==> src/rtl/calc_if.sv <==
// calc_if -- operand/command and result bundle for calc_engine.
//   master: drives In1, In2, keyboard, modo, start; observes results.
//   slave : the engine; drives answer, remainder, signal, flag_answer,
//           busy, done, err.
interface calc_if #(
  parameter int W  = 7,
  parameter int RW = 2*W
);
  logic [W-1:0]  In1;
  logic [W-1:0]  In2;
  logic [3:0]    keyboard;
  logic          modo;
  logic          start;
  logic [RW-1:0] answer;
  logic [W-1:0]  remainder;
  logic          signal;
  logic          flag_answer;
  logic          busy;
  logic          done;
  logic          err;

  modport master (
    output In1, In2, keyboard, modo, start,
    input  answer, remainder, signal, flag_answer, busy, done, err
  );

  modport slave (
    input  In1, In2, keyboard, modo, start,
    output answer, remainder, signal, flag_answer, busy, done, err
  );
endinterface

==> src/rtl/calc_engine.sv <==
// calc_engine -- small unsigned calculator: add/sub in one cycle, iterative
// shift-add multiply and restoring divide (one bit per cycle, W cycles).
//   clk : rising-edge clock
//   rst : asynchronous active-high reset
//   bus : calc_if.slave -- operands/key/mode/start in, results and status out
// Key 13 with modo high clears results and aborts any operation in any state.
module calc_engine #(
  parameter int W  = 7,
  parameter int RW = 2*W
) (
  input logic   clk,
  input logic   rst,
  calc_if.slave bus
);
  localparam logic [3:0] K_ADD = 4'd10;
  localparam logic [3:0] K_SUB = 4'd11;
  localparam logic [3:0] K_MUL = 4'd12;
  localparam logic [3:0] K_CLR = 4'd13;
  localparam logic [3:0] K_DIV = 4'd14;
  localparam int CW = $clog2(W);

  typedef enum logic [1:0] {IDLE, CALC, DONE} state_t;

  state_t          state;
  logic [3:0]      op;
  logic [CW-1:0]   cnt;
  // mul: a = multiplier (shifts right), b = multiplicand (shifts left), acc = product
  // div: a = dividend in / quotient out, b[W-1:0] = divisor, acc[W-1:0] = partial remainder
  logic [W-1:0]    a, a_n;
  logic [2*W-1:0]  b, b_n, acc, acc_n;
  logic [W:0]      r_sh, r_sub;
  logic            ge;
  logic [W:0]      sum;
  logic [W-1:0]    diff;
  logic            accept;

  always_comb begin
    r_sh  = {acc[W-1:0], a[W-1]};
    r_sub = r_sh - {1'b0, b[W-1:0]};
    ge    = (r_sh >= {1'b0, b[W-1:0]});
    a_n   = a;
    b_n   = b;
    acc_n = acc;
    if (op == K_MUL) begin
      acc_n = acc + (a[0] ? b : '0);
      a_n   = a >> 1;
      b_n   = b << 1;
    end else begin
      acc_n = (2*W)'(ge ? r_sub : r_sh);
      a_n   = {a[W-2:0], ge};
    end
  end

  always_comb begin
    sum    = {1'b0, bus.In1} + {1'b0, bus.In2};
    diff   = (bus.In2 > bus.In1) ? (bus.In2 - bus.In1) : (bus.In1 - bus.In2);
    accept = bus.start && bus.modo && (bus.keyboard inside {K_ADD, K_SUB, K_MUL, K_DIV});
  end

  always_ff @(posedge clk or posedge rst) begin
    if (rst) begin
      state           <= IDLE;
      op              <= '0;
      cnt             <= '0;
      a               <= '0;
      b               <= '0;
      acc             <= '0;
      bus.answer      <= '0;
      bus.remainder   <= '0;
      bus.signal      <= 1'b0;
      bus.flag_answer <= 1'b0;
      bus.busy        <= 1'b0;
      bus.done        <= 1'b0;
      bus.err         <= 1'b0;
    end else if (bus.modo && bus.keyboard == K_CLR) begin
      state           <= IDLE;
      cnt             <= '0;
      bus.answer      <= '0;
      bus.remainder   <= '0;
      bus.signal      <= 1'b0;
      bus.flag_answer <= 1'b0;
      bus.busy        <= 1'b0;
      bus.done        <= 1'b0;
      bus.err         <= 1'b0;
    end else begin
      case (state)
        IDLE: if (accept) begin
          op  <= bus.keyboard;
          cnt <= '0;
          a   <= bus.In1;
          b   <= (2*W)'(bus.In2);
          acc <= '0;
          if (bus.keyboard == K_MUL || (bus.keyboard == K_DIV && bus.In2 != '0)) begin
            state    <= CALC;
            bus.busy <= 1'b1;
          end else begin
            // add/sub and divide-by-zero finish without iterating
            state           <= DONE;
            bus.done        <= 1'b1;
            bus.flag_answer <= 1'b1;
            bus.remainder   <= '0;
            bus.signal      <= (bus.keyboard == K_SUB) && (bus.In2 > bus.In1);
            case (bus.keyboard)
              K_ADD:   bus.answer <= RW'(sum);
              K_SUB:   bus.answer <= RW'(diff);
              default: begin
                bus.answer <= '0;
                bus.err    <= 1'b1;
              end
            endcase
          end
        end
        CALC: begin
          a   <= a_n;
          b   <= b_n;
          acc <= acc_n;
          cnt <= cnt + CW'(1);
          if (cnt == CW'(W-1)) begin
            state           <= DONE;
            bus.busy        <= 1'b0;
            bus.done        <= 1'b1;
            bus.flag_answer <= 1'b1;
            bus.signal      <= 1'b0;
            if (op == K_MUL) begin
              bus.answer    <= RW'(acc_n);
              bus.remainder <= '0;
            end else begin
              bus.answer    <= RW'(a_n);
              bus.remainder <= acc_n[W-1:0];
            end
          end
        end
        DONE: begin
          state    <= IDLE;
          bus.done <= 1'b0;
        end
        default: state <= IDLE;
      endcase
    end
  end
endmodule
==> src/flat_wrapper.sv <==
// flat-port wrapper written by rule: the top's interface ports become plain ports
module calc_engine_flat 
#(
  parameter int W  = 7,
  parameter int RW = 2*W
)
  (clk, rst, bus_In1, bus_In2, bus_keyboard, bus_modo, bus_start, bus_answer, bus_remainder, bus_signal, bus_flag_answer, bus_busy, bus_done, bus_err);
  calc_if #(.W(W), .RW(RW)) bus_i ();
  input logic clk;
  input logic rst;
  input wire logic [$bits(bus_i.In1)-1:0] bus_In1;
  input wire logic [$bits(bus_i.In2)-1:0] bus_In2;
  input wire logic [$bits(bus_i.keyboard)-1:0] bus_keyboard;
  input wire logic [$bits(bus_i.modo)-1:0] bus_modo;
  input wire logic [$bits(bus_i.start)-1:0] bus_start;
  output wire logic [$bits(bus_i.answer)-1:0] bus_answer;
  output wire logic [$bits(bus_i.remainder)-1:0] bus_remainder;
  output wire logic [$bits(bus_i.signal)-1:0] bus_signal;
  output wire logic [$bits(bus_i.flag_answer)-1:0] bus_flag_answer;
  output wire logic [$bits(bus_i.busy)-1:0] bus_busy;
  output wire logic [$bits(bus_i.done)-1:0] bus_done;
  output wire logic [$bits(bus_i.err)-1:0] bus_err;
  assign bus_i.In1 = bus_In1;
  assign bus_i.In2 = bus_In2;
  assign bus_i.keyboard = bus_keyboard;
  assign bus_i.modo = bus_modo;
  assign bus_i.start = bus_start;
  assign bus_answer = bus_i.answer;
  assign bus_remainder = bus_i.remainder;
  assign bus_signal = bus_i.signal;
  assign bus_flag_answer = bus_i.flag_answer;
  assign bus_busy = bus_i.busy;
  assign bus_done = bus_i.done;
  assign bus_err = bus_i.err;
  calc_engine #(.W(W), .RW(RW)) u_core (.clk(clk), .rst(rst), .bus(bus_i));
endmodule
==> config.mk <==
export PLATFORM = sky130hd
export DESIGN_NAME = calc_engine_flat
export DESIGN_NICKNAME = d
export VERILOG_FILES = /design/src/rtl/calc_if.sv /design/src/rtl/calc_engine.sv /design/src/flat_wrapper.sv
export SDC_FILE = /design/constraint.sdc
export NUM_CORES = 1
export LEC_CHECK = 0
export BUFFER_PORTS_ARGS = -buffer_cell sky130_fd_sc_hd__buf_4
export CORE_ASPECT_RATIO = 2
export CORE_MARGIN = 10
export CORE_UTILIZATION = 38
export CTS_BUF_LIST = sky130_fd_sc_hd__clkbuf_16
export DETAILED_ROUTE_END_ITERATION = 10
export PLACE_DENSITY = 0.61
export SKIP_LAST_GASP = 1
export SYNTH_ARGS = -nofsm -noshare
export SYNTH_HDL_FRONTEND = slang
export SYNTH_SLANG_ARGS = --single-unit
==> constraint.sdc <==
create_clock -name clk -period 3.7 [get_ports clk]
set_clock_uncertainty 0.05 [all_clocks]
set_input_delay 0.74 -clock clk [delete_from_list [all_inputs] [get_ports clk]]
set_output_delay 0.74 -clock clk [all_outputs]
set_load 0.02 [all_outputs]
# After elaboration in Yosys (flattened, before gate mapping)
# Index checks and enable logic that the tools add are counted.
[word_totals]
regBits = 70
out_inout_bits = 26
[op_classes]
magnitude_cmp = 2
n_mux = 54
n_eq_ne = 17
bitwise_logic = 1
n_reduce_logical = 24
addsub = 6
[ops]
columns = ["operator", "count"]
rows = [
  ["$mux 14", 10],
  ["$pmux 14 s2", 3],
  ["$mux 7", 8],
  ["$pmux 7 s2", 2],
  ["$eq 4x4->1 const B", 6],
  ["$reduce_and 4->1", 5],
  ["$mux 1", 17],
  ["$pmux 8 s2", 1],
  ["$add 14x14->14", 1],
  ["$sub 7x7->7", 2],
  ["$ne 3x1->1 const B", 3],
  ["$add 7x7->8", 1],
  ["$ge 8x7->1", 1],
  ["$mux 2", 4],
  ["$mux 8", 1],
  ["$ne 2x1->1 const B", 4],
  ["$reduce_bool 4->1", 2],
  ["$sub 8x7->8", 1],
  ["$gt 7x7->1", 1],
  ["$reduce_bool 7->1", 1],
  ["$mux 3", 2],
  ["$pmux 1 s2", 3],
  ["$pmux 3 s2", 1],
  ["$reduce_and 3->1", 2],
  ["other kinds (15)", 22],
]

# Longest topological paths before layout
[logic_depth]
word_depth = 7
mapped_depth = 11
ltp_nobuf = 11

# Worst setup path before layout
# OpenSTA, ideal clock, no wires.
[synth_timing]
kind = "input -> register"
start = "in bus_In2[2]"
end = "reg u_core.bus.answer[1]"
stages = 9
t_arrival_ns = 2.515
setup_time_ns = 0.127
setup_slack_ns = 1.009
path_cell_list = "inv_1 ha_1 buf_2 nand3_1 o21bai_1 a31oi_4 mux2_2 a221oi_1 o31ai_1"
[synth_between]
elab_chain_cells = 7
[synth_lines]
columns = ["element", "line_no", "text"]
rows = [
  ["start: declaration", "flat_wrapper.sv:12", "input wire logic [$bits(bus_i.In2)-1:0] bus_In2;"],
  ["$gt 7x7->1", "calc_engine.sv:56", "diff = (bus.In2 > bus.In1) ? (bus.In2 - bus.In1) : (bus.In1 - bus.In2);"],
  ["$mux 7", "calc_engine.sv:56", ""],
  ["$pmux 8 s2", "calc_engine.sv:103", "case (bus.keyboard)"],
  ["$mux 14", "calc_engine.sv:93", "if (bus.keyboard == K_MUL || (bus.keyboard == K_DIV && bus.In2 != '0)) begin"],
  ["$mux 14", "calc_engine.sv:87", "IDLE: if (accept) begin"],
  ["$pmux 14 s2", "calc_engine.sv:86", "case (state)"],
  ["$mux 14", "calc_engine.sv:75", "end else if (bus.modo && bus.keyboard == K_CLR) begin"],
  ["end signal: assignment", "calc_engine.sv:104", "K_ADD: bus.answer <= RW'(sum);"],
  ["end signal: assignment", "calc_engine.sv:105", "K_SUB: bus.answer <= RW'(diff);"],
  ["end signal: assignment", "calc_engine.sv:125", "bus.answer <= RW'(acc_n);"],
  ["end: declaration", "calc_if.sv:29", "output answer, remainder, signal, flag_answer, busy, done, err"],
]
# Several ways; a longest one is shown, not always the timed one. The select of a mux whose other input is x is not followed.
# A chain may end at the register's enable or synchronous reset.

# Worst setup path after layout
[layout_timing]
start = "reg u_core.a[0]"
end = "reg u_core.acc[12]"
[layout_between]
elab_chain_cells = 4
[layout_lines]
columns = ["element", "line_no", "text"]
rows = [
  ["start: declaration", "calc_engine.sv:29", "logic [W-1:0] a, a_n;"],
  ["start signal: assignment", "calc_engine.sv:90", "a <= bus.In1;"],
  ["start signal: assignment", "calc_engine.sv:114", "a <= a_n;"],
  ["$mux 14", "calc_engine.sv:45", "acc_n = acc + (a[0] ? b : '0);"],
  ["$add 14x14->14", "calc_engine.sv:45", ""],
  ["$mux 14", "calc_engine.sv:44", "if (op == K_MUL) begin"],
  ["$pmux 14 s2", "calc_engine.sv:86", ""],
  ["end signal: assignment", "calc_engine.sv:116", "acc <= acc_n;"],
  ["end: declaration", "calc_engine.sv:30", "logic [2*W-1:0] b, b_n, acc, acc_n;"],
]
# No other way between the ends.

==> reports/metrics.yaml <==
placement:
  dpl_cell_area_um2: 5592
  portBuffers: 47
  gp_congestion: 0.9262
  hpwlAfterDp_mm: 13.25
setup_path:
  cp-end-kind: "flop"
  arrival_ps: 3110
  critPathLaunchType: "flop"
  cp_data_required_time_ps: 3860
  cpPeakStageDelay_ps: 540
  timing.critical_path.mode_cell: "a21oi_1"
  path_class: "flop to flop"
  critical-path-slowest-cell: "dfrtp_1"
  crit_fanout: 16
  path_cells: "and2_1, ha_1, inv_1, fa_1, nand2b_1, a21oi_1, nor4_1, o31ai_1, a21oi_1, xor2_1, o21ai_0"
power_and_ir_drop:
  vdd_drop_max_uv: 218.3
  cellLeakagePower_uw: 0.002705
  cellPowerDensity_nw_per_um2: 448.2
logic_synthesis:
  ys.flop_type: "dfrtp_1"
  yosys-top-cells-area: "dfrtp_1 (34%), ha_1 (11%), nand2_1 (6.0%), a21oi_1 (4.6%), o21ai_0 (4.2%)"
  synthArstFlopShare_pct: 100.0
  syn_area_per_cell_um2: 8.648
  synth_fp_nets: 660
  synth.ff_latch_count: 70
  syn_area_um2: 5102
  synth_cell_types: 65
  synth_edf_count: 0
  yosysTopAreaCell: "dfrtp_1"
  yosys_warnings: 0
  synth_top_cell_area_share_pct: 34.33
  ys_seq_area_share_pct: 34.33
  synth_cells: 590
drt:
  routedWlPerCell_um: 20.80
  post-route-drc-count: 0
  first_iter_violations: 213
  routed_wl_mm: 16.35
  first_pass_iters: 4
  drtAntennaViolNets: 0
  vias: 4564
  vias_per_cell: 5.807
clock_tree:
  clk_latency_ps: 340
  postCtsSetupBuffers: 0
  cts_resized: 0
  cts_tree: "done"
  path_clk_slew_ps: 60
  cts-root-buf: "clkbuf_16"
  holdBufCountCts: 0
  cts_buffers: 9
  cts.sink_count: 70
  htree_levels: 3
  clock_path_buffers: 2
global_routing:
  antenna_found_initial: 0
  grt_max_degree: 32
  grt_use_total_pct: 17.94
  grt_pass1_wl_mm: 25.71
  grt_overflow: 0
  grt_pass1_vias: 4938
floorplanning:
  fp.dieW_um: 101.9
  core_um2: 13070
  die-area_um2: 18740
  io_pins: 48
  die_h_um: 183.9
  placementRows: 59
  start_util_pct: 39.05
cells_and_area:
  fillCellCount: 1320
  fin_area_um2: 5834
  final_cell_mix: "nand2_1 (81), dfrtp_1 (70), buf_4 (57), a21oi_1 (47)"
  antenna_cells: 0
  drive_gt1_share_pct: 13.41
  syn_to_final_growth_pct: 14.35
  layout_commonest_cell: "nand2_1"
  nets: 702
run:
  max_cap_violations: 0
timing:
  setup-tns-final_ps: 0
  rsz0062_at_grt: "no"
  finalCritPeriodShare_pct: 79.91
  clock.fmax_mhz: 338.2
  setup_viol: 0
  layout_min_cycle_time_ps: 2957
  relSlewSlack_pct: 46.43
  tightest_slew_ps: 803.5
  hold_viol_final: 0
  drv_slew: 0
run_status:
  outcome: "finished clean"
min_path:
  hold_path_class: "input port to async pin"
metal layers:
layer | vias to the layer above | GRT usage, % | wire length, um
li1 | 2180 | - | -
met1 | 2219 | 16.33 | 5695
met2 | 108 | 33.52 | 8994
met3 | 57 | 2.937 | 475
met4 | 0 | 14.13 | 1186
met5 | - | 0 | 0
kinds of logic (layout without fill, tap and decap cells):
kind of cell	Yosys count	after routing	share of synthesized area (%)
muxes	9	9	1.888
and+or+nand+nor	193	193	17.61
xor gates and xnor gates	21	21	3.605
DFF	70	70	34.33
adders and majority gates	48	48	12.51
AOI/OAI and AO/OA	188	188	24.91
buffers and inverters	61	105	5.150
state kept, by name, summed over array words and instances, names as in the netlist:
name,flops
u_core.bus.done,1
u_core.acc,14
u_core.a,7
u_core.bus.flag_answer,1
u_core.b,14
u_core.state,2
u_core.cnt,3
u_core.bus.answer,14
u_core.op,4
u_core.bus.err,1
u_core.bus.busy,1
u_core.bus.signal,1
u_core.bus.remainder,7
cells in the mapped netlist (3+ instances only):
master and count:
nand2_1 81, dfrtp_1 70, a21oi_1 47, ha_1 43
o21ai_0 43, nor2_1 41, inv_1 35, and2_1 15
xnor2_1 15, a211oi_1 14, nor3_1 12, o31ai_1 12
clkbuf_1 11, a31oi_1 9, buf_2 9, nand2b_1 9
nand3_1 9, a21o_1 8, a22o_1 8, nor2b_1 6
o21a_1 6, xor2_1 6, fa_1 5, mux2_2 5
a221oi_1 4, mux2i_1 4, o21bai_1 4, o221ai_1 4
a211o_1 3, a22oi_1 3, nand4_1 3
worst max-delay path, delay by kind of cell, from the launching register on:
| kind | cells | cell delay (ps) |
|---|---|---|
| adders and majority gates | 2 | 410 |
| xor gates and xnor gates | 1 | 270 |
| DFF | 1 | 540 |
| buffers and inverters | 1 | 80 |
| AOI/OAI and AO/OA | 4 | 590 |
| and+or+nand+nor | 3 | 880 |
report_power, final:
group	internal, uW	switching [uW]
Combinational	338	529
Clock	435	312
Sequential	881	120
stage by stage:
stage | cells | total power, uW | setup slack (ps) | hold slack [ps] | util [%]
finish | 786 | 2615 | 743.3 | 367.1 | 44.65
CTS | 786 | 2622 | 747.7 | 378.8 | 44.65
detailed placement | 773 | 1877 | 452.4 | 425.4 | 42.79
global route | 786 | 2769 | 426.5 | 401.1 | 44.65
global placement | 773 | 1857 | 456.8 | 412.8 | 42.79
floorplan | 590 | 1564 | 1009 | 399.9 | -
worst paths after layout:
kind                                  startpoint                       to  slack (ps)  cells past startpoint
max                                  u_core.a[0]           u_core.acc[12]         740                     11
min                                          rst   u_core.bus.flag_answer         370                      2
max reg2reg                          u_core.a[0]           u_core.acc[12]         740                     11
min reg2reg                u_core.bus.answer[12]    u_core.bus.answer[12]         430                      2
max in group asynchronous                    rst  u_core.bus.remainder[5]        2440                      3
min in group clk           u_core.bus.answer[12]    u_core.bus.answer[12]         430                      2
area by class of cell:
cell class	count	area, um^2	area share, %
Clock inverter	4	17.52	0.3002
Tap cell	152	190.2	3.260
Clock buffer	9	225.2	3.860
Multi-Input combinational cell	459	3090	52.97
Inverter	35	131.4	2.252
Timing Repair Buffer	57	427.9	7.334
Sequential cell	70	1752	30.02
Note: power is estimated with default switching activity, not from simulation.
